$ cat src/rtl/fft_result_reader.sv
// fft_result_reader: sweeps the 4-bank FFT result RAM and streams the real parts as index 4*addr+bank (define FFT_RD_HALF_SPECTRUM_EN for half sweep)
module fft_result_reader #(
  parameter int DATA_W = 16,
  parameter int ADDR_W = 9,
  parameter int RD_LAT = 1
) (
  input  logic              iCLK,
  input  logic              iRESET,
  input  logic              iSTART,
  input  logic [DATA_W-1:0] iDATA_RE_0,
  input  logic [DATA_W-1:0] iDATA_RE_1,
  input  logic [DATA_W-1:0] iDATA_RE_2,
  input  logic [DATA_W-1:0] iDATA_RE_3,
  output logic [ADDR_W-1:0] oADDR_RD,
  output logic [DATA_W-1:0] oDATA,
  output logic [ADDR_W+1:0] oINDEX,
  output logic              oVALID,
  input  logic              iREADY,
  output logic              oLAST,
  output logic              oBUSY,
  output logic              oDONE
);
  localparam int CW = $clog2(RD_LAT + 2);
`ifdef FFT_RD_HALF_SPECTRUM_EN
  localparam logic [ADDR_W-1:0] LAST_ADDR = ADDR_W'(2 ** (ADDR_W - 1) - 1);
`else
  localparam logic [ADDR_W-1:0] LAST_ADDR = ADDR_W'(2 ** ADDR_W - 1);
`endif
  typedef enum logic [1:0] {IDLE, WAIT, OUT} state_t;
  state_t state, state_nxt;
  logic [ADDR_W-1:0] addr;
  logic [1:0] bank;
  logic [CW-1:0] wcnt;
  logic [DATA_W-1:0] hold [4];
  logic done, start, cap, fire, wrap, fin;
  // next state and per-cycle strobes; a start coinciding with done is dropped
  always_comb begin
    state_nxt = state;
    start = 1'b0;
    cap = 1'b0;
    fire = 1'b0;
    case (state)
      IDLE: begin
        start = iSTART && !done;
        state_nxt = start ? WAIT : IDLE;
      end
      WAIT: begin
        cap = wcnt == CW'(RD_LAT);
        state_nxt = cap ? OUT : WAIT;
      end
      OUT: begin
        fire = iREADY;
        state_nxt = (fire && bank == 2'd3) ? ((addr == LAST_ADDR) ? IDLE : WAIT) : OUT;
      end
      default: state_nxt = IDLE;
    endcase
  end
  assign wrap = fire && bank == 2'd3;
  assign fin = wrap && addr == LAST_ADDR;
  // state, address/bank/wait counters and the four-word capture buffer
  always_ff @(posedge iCLK) begin
    if (!iRESET) begin
      state <= IDLE;
      addr <= '0;
      bank <= '0;
      wcnt <= '0;
      done <= 1'b0;
      for (int i = 0; i < 4; i++) hold[i] <= '0;
    end else begin
      state <= state_nxt;
      done <= fin;
      if (start) begin
        addr <= '0;
        wcnt <= '0;
      end else if (state == WAIT) wcnt <= wcnt + 1'b1;
      if (cap) begin
        hold[0] <= iDATA_RE_0;
        hold[1] <= iDATA_RE_1;
        hold[2] <= iDATA_RE_2;
        hold[3] <= iDATA_RE_3;
        bank <= '0;
      end
      if (fire) bank <= bank + 1'b1;
      if (wrap && !fin) begin
        addr <= addr + 1'b1;
        wcnt <= '0;
      end
    end
  end
  assign oADDR_RD = addr;
  assign oVALID = state == OUT;
  assign oDATA = oVALID ? hold[bank] : '0;
  assign oINDEX = {addr, bank};
  assign oLAST = oVALID && addr == LAST_ADDR && bank == 2'd3;
  assign oBUSY = state != IDLE;
  assign oDONE = done;
endmodule

$ cat config.mk
export PLATFORM = sky130hd
export DESIGN_NAME = fft_result_reader
export DESIGN_NICKNAME = d
export VERILOG_FILES = /design/src/rtl/fft_result_reader.sv
export SDC_FILE = /design/constraint.sdc
export NUM_CORES = 1
export LEC_CHECK = 0
export ABC_AREA = 1
export CAP_MARGIN = 20
export CELL_PAD_IN_SITES_DETAIL_PLACEMENT = 0
export CELL_PAD_IN_SITES_GLOBAL_PLACEMENT = 1
export CORE_UTILIZATION = 41
export DETAILED_ROUTE_END_ITERATION = 6
export GPL_TIMING_DRIVEN = 0
export HOLD_SLACK_MARGIN = 0.03
export PLACE_DENSITY_LB_ADDON = 0.1
export REMOVE_ABC_BUFFERS = 1
export SYNTH_ARGS = -nofsm -noshare
export SYNTH_HDL_FRONTEND = slang
export SYNTH_SLANG_ARGS = --single-unit
$ cat constraint.sdc
create_clock -name iCLK -period 8.45 [get_ports iCLK]
set_clock_uncertainty 0.2 [all_clocks]
set_input_delay 1.2675 -clock iCLK [delete_from_list [all_inputs] [get_ports iCLK]]
set_output_delay 1.2675 -clock iCLK [all_outputs]
set_load 0.02 [all_outputs]
==> impl_results.md <==
- Number of instances in the synthesized netlist: 461
- Seq pwr share: 56.0%
- Number of buffers added by the clock tree synthesis step: 9
- Fmax: 223 MHz
- TritonCTS clock tree: done
- Clock latency of the later-clocked register in the worst-skew pair: 0.34 ns
- Initial antenna violation count: 0
- Pre-CTS setup slack: about 4.3 ns
- Placeable Area: 10400 um^2
- Req. time, crit path: 6.98 ns
- Power per unit of standard cell area: 143 nW/um^2
- # Post-CTS Setup Buffers: 0
- GRT Util Overall: 16.2%
- Clock root cell: clkbuf_8
- Final worst setup slack: 3.96 ns
- Share of post-route cells with drive strength above 1: between 10 and 15%
- Number of DRC markers after the initial detailed-route iteration: 82
- Signal arrival time at the worst endpoint: 3.02 ns
- Internal power consumption: 0.000627 W
- Reported leakage power: 2.24 nW
- Area of the multi-input gates: 1580 um^2
- Filler instances: 975
- Die area: 11200 um^2
- Class of the most critical setup path: reg -> out
- Fraction of power consumed by combinational cells: approximately a tenth
- Delay-heaviest family, CP: buffers and inverters
- Largest cells by area after synthesis: edfxtp_1 43%, nor2_4 13%, dfxtp_1 8.1%
- CP Capture Type: output pin
- Register area: 2280 um^2
- Die width: 106 um
- Wire length of the first global-routing pass: ~14000 um
- CP max stage cell: inv_1
- Maximum number of pins on one net before global-route repair: 65
- Routability cong.: 0.760
- Count of boundary I/O pins: about 110
- Worst slew margin relative to its limit: between 30% and 40%
- Number of buffers inserted by hold repair at cts: 0
- Detailed-route vias per instance: 4.56
- Maximum buffer depth of the clock tree: 2
- Final routed wire length divided by cell count: 12.5 um
- Synth cell types: 27
- Startpoint Class: flop
- Switching power total: 0.000187 W
- NumNets Final: about 630
- Period utilisation layout: 53.1%
- Shortest clock period the worst path allows after layout: 4.49 ns
- Number of synthesized register bits: 82
- Effective utilization at floorplan: 42.6%
- # rows: 37
- Number of I/O port buffers: approximately 110
- Synth Area per Inst: 9.62 um^2
- 1st-pass router iterations: 4
- Result of the run: finished, final reports clean
- Maximum single-stage delay on the critical path: 0.69 ns
- Post-DP HPWL: 5850 um
- Clock slew at reported path FFs: 0.08 ns
- Gr ovfl total: 0
- PostCTS Resize Cnt: 0
- Number of hold violations in the final report: 0
- Total length of routed wires: just under 9000 um
- Peak supply drop: approximately 0.062 mV
- CP bufs+invs: 3
- CTS H-Tree Depth: 3
- Final number of setup-violating endpoints: 0
- Vias in the first global route: 3023
- Number of remaining DRC errors: 0
- Post-Synthesis Cell Area: 4430 um^2
- Yosys warning count: 0
- Max-slew violation count: 0
- Max-capacitance violation count: 0
- Unrepaired setup endpoints after global routing: false
- Share of the synthesized area in the top cell type: 43.3%
- Clock power frac: around 34%
- Die Span Y: between 100 and 150 um
- Portion of the post-synthesis area used by sequential elements: 51.5%
- Min-delay worst type: reg -> reg
- Crit-path cells: buf_16, inv_1, o21ai_0, a21oi_1, clkdlybuf4s50_1
- Transition at the pin with the smallest max-transition slack: 0.950 ns
- Area Growth Syn to Fin: 28.4%
- DRT antenna net count: 0
- DR vias: ~3200
- Most area-hungry cell type in the Yosys netlist: edfxtp_1
- Post-route setup TNS: 0 ns
- Sinks on Clock Net: just over 80
- Number of antenna diodes: 0
- Sw Ratio: 23.0%
- Largest fanout of any net on the critical path: 32
==> registers in the layout (all words and copies together) (netlist names), named ones only <==
name / flops
bank: 2
hold: 64
state: 2
wcnt: 2
oADDR_RD: 9
oDONE: 1
==> routing by layer <==
layer,vias to the layer above,wire length (um),global-route usage (%)
met1,1453,3810,20.0
met2,85,4370,28.5
met4,0,104,6.05
met5,-,0,0
li1,1620,-,-
met3,9,378,2.51
==> cells in the final DEF, fill, tap and decap left out, types with 2 or more instances in the layout <==
cell,n
a21oi_1,25
buf_12,3
clkbuf_1,2
clkbuf_8,9
clkdlybuf4s50_1,107
clkinv_2,2
clkinvlp_4,2
dfxtp_1,18
edfxtp_1,64
ha_1,4
inv_1,81
inv_2,5
nand2_1,25
nand2_2,2
nand2_4,3
nand3_1,18
nor2_1,89
nor2_2,3
nor2_4,50
o21ai_0,34
o21ai_1,5
==> cells in the mapped netlist <==
library cell,number
nand3_2,1
nand3_1,18
nor4_1,1
nor2_4,50
nand4_2,1
xor2_1,1
a21oi_1,25
o21ai_1,5
clkbuf_2,3
nand2_2,2
clkbuf_4,1
buf_6,2
inv_2,5
nand2_1,26
nand2_4,2
nand4_1,1
or2_1,1
o21ai_0,34
nor2_2,3
ha_1,4
buf_2,4
edfxtp_1,64
nor2_1,89
inv_1,81
dfxtp_1,18
buf_4,14
buf_12,5
==> worst reg2reg max path: cells and delay by family, from the launching register on <==
kind                       cells  cell delay [ns]
adders and majority gates      1             0.22
buffers and inverters          4             0.83
DFF                            1             0.33
and+or+nand+nor                2             0.45
==> final timing paths <==
kind | slack [ns] | start | cells past startpoint | endpoint
worst min register to register | 0.27 | wcnt[1] | 2 | wcnt[1]
worst max register to register | 6.18 | wcnt[1] | 7 | hold[0][8]
worst max-delay path | 3.96 | flop | 5 | oDATA[2]
worst min-delay path | 0.27 | wcnt[1] | 2 | wcnt[1]
==> final cells by class <==
cell class                      instances  area share (%)
Timing Repair Buffer                  111            20.3
Multi-Input combinational cell        264            27.7
Clock buffer                           11            2.31
Clock inverter                          5           0.967
Sequential cell                        82            40.1
Inverter                               86            5.67
Tap cell                              136            2.99
==> power by group through the flow <==
stage	registers, W	logic [W]	clock network [W]
2_1_floorplan	0.000465	0.0000411	0
3_3_place_gp	0.000466	0.0000832	0
3_5_place_dp	0.000465	0.0000843	0
4_1_cts	0.000456	0.0000845	0.000283
5_1_grt	0.000458	0.0000906	0.000299
6_report	0.000456	0.0000831	0.000275
==> kinds of logic (layout without fill, tap and decap cells) <==
group                      count (synthesis)  count (layout)  share of synthesized area (%)
adders and majority gates                  4               4                           1.13
DFF                                       82              82                           51.5
and+or+nand+nor                          195             195                           26.6
AOI/OAI and AO/OA                         64              64                           7.22
xor gates and xnor gates                   1               1                          0.198
buffers and inverters                    115             213                           13.4
==> stage by stage <==
step           instances  area (um^2)  utilization (%)  power [W]  hold WS [ns]
2_1_floorplan        432         4160                -   0.000506         0.239
3_3_place_gp         675         5410             51.9   0.000549         0.249
3_5_place_dp         679         5510             52.9   0.000550         0.255
4_1_cts              695         5700             54.7   0.000824         0.267
5_1_grt              695         5700             54.7   0.000847         0.282
6_report             695         5700             54.7   0.000814         0.267
Note: power is estimated with default switching activity, not from simulation.
